## config.mk

```make
export PLATFORM = sky130hd
export DESIGN_NAME = duty_slew_limiter
export DESIGN_NICKNAME = d
export VERILOG_FILES = /design/src/rtl/fuzzy_pwm_pkg.sv /design/src/rtl/period_timer.sv /design/src/rtl/duty_slew_limiter.sv
export SDC_FILE = /design/constraint.sdc
export NUM_CORES = 1
export LEC_CHECK = 0
export CAP_MARGIN = 20
export CORE_UTILIZATION = 51
export DETAILED_ROUTE_END_ITERATION = 12
export PLACE_DENSITY = 0.76
export SYNTH_ARGS = -nofsm -noshare
export SYNTH_HDL_FRONTEND = slang
export SYNTH_SLANG_ARGS = --single-unit
```

## constraint.sdc

```tcl
create_clock -name clk -period 4.15 [get_ports clk]
set_input_delay 0.83 -clock clk [delete_from_list [all_inputs] [get_ports clk]]
set_output_delay 0.83 -clock clk [all_outputs]
set_load 0.01 [all_outputs]
```

## src/rtl/fuzzy_pwm_pkg.sv

```systemverilog
// fuzzy_pwm_pkg: shared PWM geometry and slew state encoding
package fuzzy_pwm_pkg;
  localparam int PW_W = 12;
  localparam int CLK_PER_TICK = 3;
  typedef enum logic [1:0] {IDLE, UP, DN} slew_state_t;
endpackage

```

## src/rtl/period_timer.sv

```systemverilog
// period_timer: free-running PWM period counter with an end-of-period strobe
module period_timer #(
  parameter int PER = 12288
) (
  input  logic clk,
  input  logic rst_n,
  output logic period_start
);
  localparam int W = $clog2(PER);
  localparam logic [W-1:0] LAST = W'(PER - 1);
  logic [W-1:0] pcnt;
  always_ff @(posedge clk)
    if (!rst_n) pcnt <= '0;
    else pcnt <= (pcnt == LAST) ? '0 : pcnt + 1'b1;
  assign period_start = rst_n && (pcnt == LAST);
endmodule

```

## src/rtl/duty_slew_limiter.sv

```systemverilog
// duty_slew_limiter: limits PW change to MAX_STEP per PWM period toward the latest target
module duty_slew_limiter #(
  parameter int PW_W = fuzzy_pwm_pkg::PW_W,
  parameter int CLK_PER_TICK = fuzzy_pwm_pkg::CLK_PER_TICK,
  parameter int MAX_STEP = 64
) (
  input  logic            clk,
  input  logic            rst_n,
  input  logic            enable,
  input  logic [PW_W-1:0] tgt_duty,
  input  logic            tgt_valid,
  output logic            tgt_ready,
  output logic [PW_W-1:0] PW,
  output logic            period_start,
  output logic            busy
);
  import fuzzy_pwm_pkg::*;
  localparam int PER = (1 << PW_W) * CLK_PER_TICK;
  localparam logic [PW_W:0] STEP = (PW_W + 1)'(MAX_STEP);
  logic [PW_W-1:0] tgt_q, pw_nxt, tgt_nxt;
  logic [PW_W:0] up_sum, dn_dif;
  slew_state_t state;
  period_timer #(.PER(PER)) u_timer (
    .clk(clk),
    .rst_n(rst_n),
    .period_start(period_start)
  );
  // one extra bit keeps the step from wrapping at either endpoint
  always_comb begin
    up_sum = {1'b0, PW} + STEP;
    dn_dif = {1'b0, PW} - STEP;
    tgt_nxt = tgt_valid ? tgt_duty : tgt_q;
    pw_nxt = !enable ? '0 :
             !period_start ? PW :
             state == UP ? ((up_sum > {1'b0, tgt_q}) ? tgt_q : up_sum[PW_W-1:0]) :
             state == DN ? ((dn_dif[PW_W] || dn_dif[PW_W-1:0] < tgt_q) ? tgt_q : dn_dif[PW_W-1:0]) :
             PW;
  end
  // state is decoded from the next PW/target so it always matches the registered pair
  always_ff @(posedge clk)
    if (!rst_n) begin
      PW <= '0;
      tgt_q <= '0;
      state <= IDLE;
    end else begin
      PW <= pw_nxt;
      tgt_q <= tgt_nxt;
      state <= (pw_nxt < tgt_nxt) ? UP : (pw_nxt > tgt_nxt) ? DN : IDLE;
    end
  assign tgt_ready = rst_n;
  assign busy = rst_n && enable && (state != IDLE);
endmodule

```

# After elaboration in Yosys (flattened, before gate mapping)

Index checks and enable logic that the tools add are counted.

Flip-flop bits (word level): 40
Bits of input ports: 16
Output and inout port bits: 15

Add/subtract/negate cells: 3
$lt $le $gt $ge: 4
Equality and inequality tests: 3
Mux-type cells: 9
Bitwise logic cells: 1
Reduce and logical (&&, ||, !) cells: 7

Operators with widths:

| operator                                                               | count |
|---|---|
| 12-bit 2-to-1 mux                                                      | 7 |
| 12-bit < comparator                                                    | 2 |
| 14-bit by 1-bit adder with 14-bit output (second input constant)       | 1 |
| 14-bit equality test (second input constant)                           | 1 |
| 12-bit by 7-bit adder with 13-bit output (second input constant)       | 1 |
| 13-bit by 12-bit > comparator with 1-bit output                        | 1 |
| 12-bit by 7-bit subtractor with 13-bit output (second input constant)  | 1 |
| 12-bit > comparator                                                    | 1 |
| 2-bit OR reduction                                                     | 2 |
| 1-bit logical AND                                                      | 3 |
| 2-bit by 1-bit equality test with 1-bit output (second input constant) | 1 |
| 2-bit equality test (second input constant)                            | 1 |
| 2-bit 2-to-1 mux                                                       | 1 |
| 2-bit nonzero test                                                     | 1 |
| 1-bit logical OR                                                       | 1 |
| 1-bit 2-to-1 mux                                                       | 1 |
| 1-bit inverter                                                         | 1 |

# Logic depth before layout (Yosys ltp)

Word-level depth: 11
Gate-level depth with buffers: 21
Depth with buffers taken out: 21

# By module

Synthesis repeated with hierarchy kept, for this count alone.

Cells, all modules: 356
Area, all modules: 2927.8 um2

Modules (own cells, without submodules):

| module            | times used | cells each | area an instance (um2) | sequential area each (um2) |
|---|---|---|---|---|
| duty_slew_limiter | 1          | 287        | 2316.0                 | 520.5 |
| period_timer      | 1          | 69         | 611.8                  | 280.3 |

# Worst setup path before layout

OpenSTA, ideal clock, no wires.

Path kind: flip-flop to flip-flop
From: register PW[6]
To: register state[1]
Setup time: 0.059 ns
Arrival: 4.199 ns
Required time: 4.091 ns
Path slack: -0.108 ns
Stages on the path, launching flop included: 21
Buffers on the path: 0
Cells stage by stage: dfxtp_1 > inv_1 > ha_1 > inv_1 > or3_2 > xnor2_1 > ha_1 > nand4_1 > a211o_1 > a31oi_1 > o22ai_4 > mux2i_1 > nor2b_1 > ha_1 > nor2b_1 > o21ai_0 > nand2b_1 > a21oi_1 > or4_1 > nand3_1 > and3_1

Word-level cells in the longest chain between the ends: 10
Elaborated cells between the ends (all ways): 15

Ends and longest elaborated chain:

| element                                                           | RTL line                | RTL |
|---|---|---|
| start, declared                                                   | duty_slew_limiter.sv:13 | `output logic [PW_W-1:0] PW,` |
| start signal, assigned                                            | duty_slew_limiter.sv:46 | `PW <= pw_nxt;` |
| 12-bit by 7-bit subtractor with 13-bit output                     | duty_slew_limiter.sv:31 | `dn_dif = {1'b0, PW} - STEP;` |
| 12-bit < comparator                                               | duty_slew_limiter.sv:36 | `state == DN ? ((dn_dif[PW_W] \|\| dn_dif[PW_W-1:0] < tgt_q) ? tgt_q : dn_dif[PW_W-1:0]) :` |
| 1-bit logical OR                                                  | duty_slew_limiter.sv:36 |  |
| 12-bit 2-to-1 mux (2 in a row)                                    | duty_slew_limiter.sv:36 |  |
| 12-bit 2-to-1 mux (*)                                             | duty_slew_limiter.sv:35 | `state == UP ? ((up_sum > {1'b0, tgt_q}) ? tgt_q : up_sum[PW_W-1:0]) :` |
| 12-bit 2-to-1 mux (*)                                             | duty_slew_limiter.sv:34 | `!period_start ? PW :` |
| 12-bit 2-to-1 mux (*)                                             | duty_slew_limiter.sv:33 | `pw_nxt = !enable ? '0 :` |
| net pw_nxt[1]                                                     | duty_slew_limiter.sv:20 | `logic [PW_W-1:0] tgt_q, pw_nxt, tgt_nxt;` |
| 12-bit > comparator / 12-bit < comparator (equally long branches) | duty_slew_limiter.sv:48 | `state <= (pw_nxt < tgt_nxt) ? UP : (pw_nxt > tgt_nxt) ? DN : IDLE;` |
| 2-bit 2-to-1 mux / 2-bit OR reduction (equally long branches)     | -                       |  |
| end signal, assigned                                              | duty_slew_limiter.sv:48 |  |
| end, declared                                                     | duty_slew_limiter.sv:22 | `slew_state_t state;` |

The timed path passes the listed nets; every way through them passes the cells marked *.
A chain may end at the register's enable or synchronous reset.

# Worst setup path after layout

Same ends and word-level chain as after synthesis.

==> qor.csv <==
metric,value,unit
grt_antenna_before_repair,0,
final_cell_mix,"nor2_1 (42), dfxtp_1 (37), clkdlybuf4s50_1 (30)",
io_pins,31,
synth_largest_area_cell,dfxtp_1,
core,5200,µm²
grt_usage,24.8,%
worst_slew_pin_slew,585,ps
layout_commonest_cell,nor2_1,
syn_nets,372,
drt_iter0_drc,176,
r2r_slack,-10,ps
synth_cell_type_count,54,
root_buffer,clkbuf_8,
grt_start_max_net_pins,15,
clock_latency,290,ps
switchingPower,0.216,mW
grt_pass1_vias,2382,
synth_area,2810,µm²
worst_slack,-13.5,ps
hold_end,u_timer.pcnt[0],
whs_path_depth,1,
seq_area_frac_synth,28.5,%
sw_frac_of_total,25.3,%
leakage,1.48,nW
grt_use_met3,2.16,%
top_usage_layer,met2,
synth_enable_flop_cells,0,
dp_hpwl,5380,µm
final_core_util,68.4,%
yosys_warnings,0,
dpl_cell_area,3280,µm²
wl_per_cell,15.9,µm
required,4390,ps
post-route-period-util,100,%
diodes,0,
dr.pass1.iters,4,
internal_power,0.637,mW
synth-seq-cells,40,
portBuffers,30,
cts_num_sinks,40,
finalSetupViolCount,1,
yosys_most_used_dff,dfxtp_1,
cap_violations,0,
synth.avg_cell_area,8.68,µm²
cp-start-kind,register,
worstReg2RegEnd,state[1],
whs,496,ps
num_rows,26,
drive_gt1_share,17.5,%
ir_worst_vdd,0.283,mV
setup_tns,-13.5,ps
hp-start,u_timer.pcnt[0],
combPwrFrac,15.6,%
finalCriticalPeriod,4160,ps
ctsHtreeMaxLevel,2,
drcViolationCount,0,
critical_path_class,register to register,
r2r_cells,17,
dp_slack,-111,ps
max-slew-margin-rel,60.9,%
clk_path_buf_depth,2,
grt_use_met2,42.8,%
numCtsBuffers,5,
fin_cells,448,
routed_wl,7130,µm
synth_top_area_share,28.5,%
synthArstFlopShare,0,%
grt_pass1_wl,11700,µm
power_density,240,nW/µm²
syn_inst,324,
vias_per_cell,5.49,
gp_congestion,0.900,
hp-class,register to register,
crit_arrival,4400,ps
rsz0062_at_grt,true,
design_area,3560,µm²
syn2layout_area_growth,26.5,%
max_freq,0.240,GHz
antenna_left,0,
skew,7.95,ps
synthTopCellsByArea,"dfxtp_1 (28%), ha_1 (14%), mux2i_1 (8.2%), nor2_1 (5.6%), xor2_1 (3.4%)",
ctsHoldBuffers,0,
power,0.853,mW
slew_viol_final,0,
seqPwrFrac,47.2,%
die_w,76.3,µm
end_kind,register,
globalRouteMet1Util,32.8,%
status,finished with violations,
path_clk_slew,80,ps
hold_viol,0,
reg2reg_from,PW[6],
grt_overflow,0,
tritoncts,built,
nets,425,
die-area,5820,µm²
violations,setup timing,
initial_core_util,54.0,%
dp_cells,431,
cp_max_fo,4,
clkPwrFrac,37.2,%
num_vias,2461,
fp.dieH,76.3,µm
-- Yosys cell counts (2+ instances only) --
library cell   n
clkbuf_1       5
ha_1          32
mux2i_1       23
o21ba_2        2
and3_1         5
nand2_1       16
or4_1          2
and3_4         2
nor2b_1        8
a221oi_1       2
nand4_1        6
nor3b_1        4
nand3_1       14
nor2_1        42
buf_2          2
mux2_4         4
nand2b_1       6
xor2_1        11
a21o_1         4
and4_1         2
or3_1          2
a21oi_1       16
a2bb2oi_1      2
o21ai_0        6
dfxtp_1       40
nor3_1         4
o211ai_1       2
o21a_1         3
a31oi_1        3
nand3b_1       2
xnor2_1        8
o22ai_4        2
inv_1         20
and2_1         2
-- state kept, by name, summed over array words and instances, names as in the netlist --
signal        flops
u_timer.pcnt     14
state             2
tgt_q            12
PW               12
-- cell families (layout without fill, tap and decap cells) --
logic type | count (synthesis) | in the layout | share of synthesized area [%]
simple gates | 123 | 123 | 22.7
mux | 28 | 28 | 10.7
compound gates | 51 | 51 | 13.1
xor+xnor | 19 | 19 | 5.92
flops | 40 | 40 | 28.5
buf+inv | 31 | 85 | 4.85
fa+ha+maj | 32 | 32 | 14.2
-- power by group through the flow --
stage / Sequential (mW) / Clock, mW / Combinational [mW]
final: 0.403 / 0.317 / 0.133
after detailed placement: 0.412 / 0 / 0.123
after global routing: 0.404 / 0.337 / 0.146
after floorplan: 0.409 / 0 / 0.0794
after global placement: 0.412 / 0 / 0.121
after CTS: 0.403 / 0.320 / 0.126
-- layer usage --
metal / wire length, µm / share of wire (%)
met3: 297 / 4.2
met5: 0 / 0
met2: 3600 / 50
met4: 74 / 1.0
met1: 3160 / 44
-- how the worst max path moves through the flow --
stage	startpoint	endpoint	depth (start not counted)	slack, ps
after global placement	PW[6]	state[1]	21	70
after global routing	PW[6]	state[1]	20	-140
after CTS	PW[6]	state[1]	21	1
final	PW[6]	state[1]	17	-10
after floorplan	PW[6]	state[1]	15	60
after detailed placement	PW[6]	state[1]	20	-110
-- critical path: stages (launching register included) --
cell and delay, ps:
dfxtp_4 370, ha_4 160, and3_4 180, xor2_2 150, ha_1 300, a21o_1 170, a21oi_2 150, or4b_4 500
o22ai_4 190, buf_4 170, mux2_4 300, o211ai_1 160, a21oi_1 80, ha_1 330, nand2_1 70, or4_1 570
nand3_2 110, and3_1 150
-- timing repair --
action / in CTS / in global routing
buffers inserted: 0 / 9
gates resized for setup: 9 / 15
endpoints found under the setup margin: 2 / 2
pin swaps: 2 / 6
-- final cells by class --
type                    instances  area, µm²
multi-input cells             253       1970
fillers                       433       1650
flip-flops and latches         40        810
repair buffers                 57        510
well taps                      70       87.6
inverters                      20       75.1
clock buffers                   6       72.6
clock inverters                 2       35.0
Note: power is estimated with default switching activity, not from simulation.
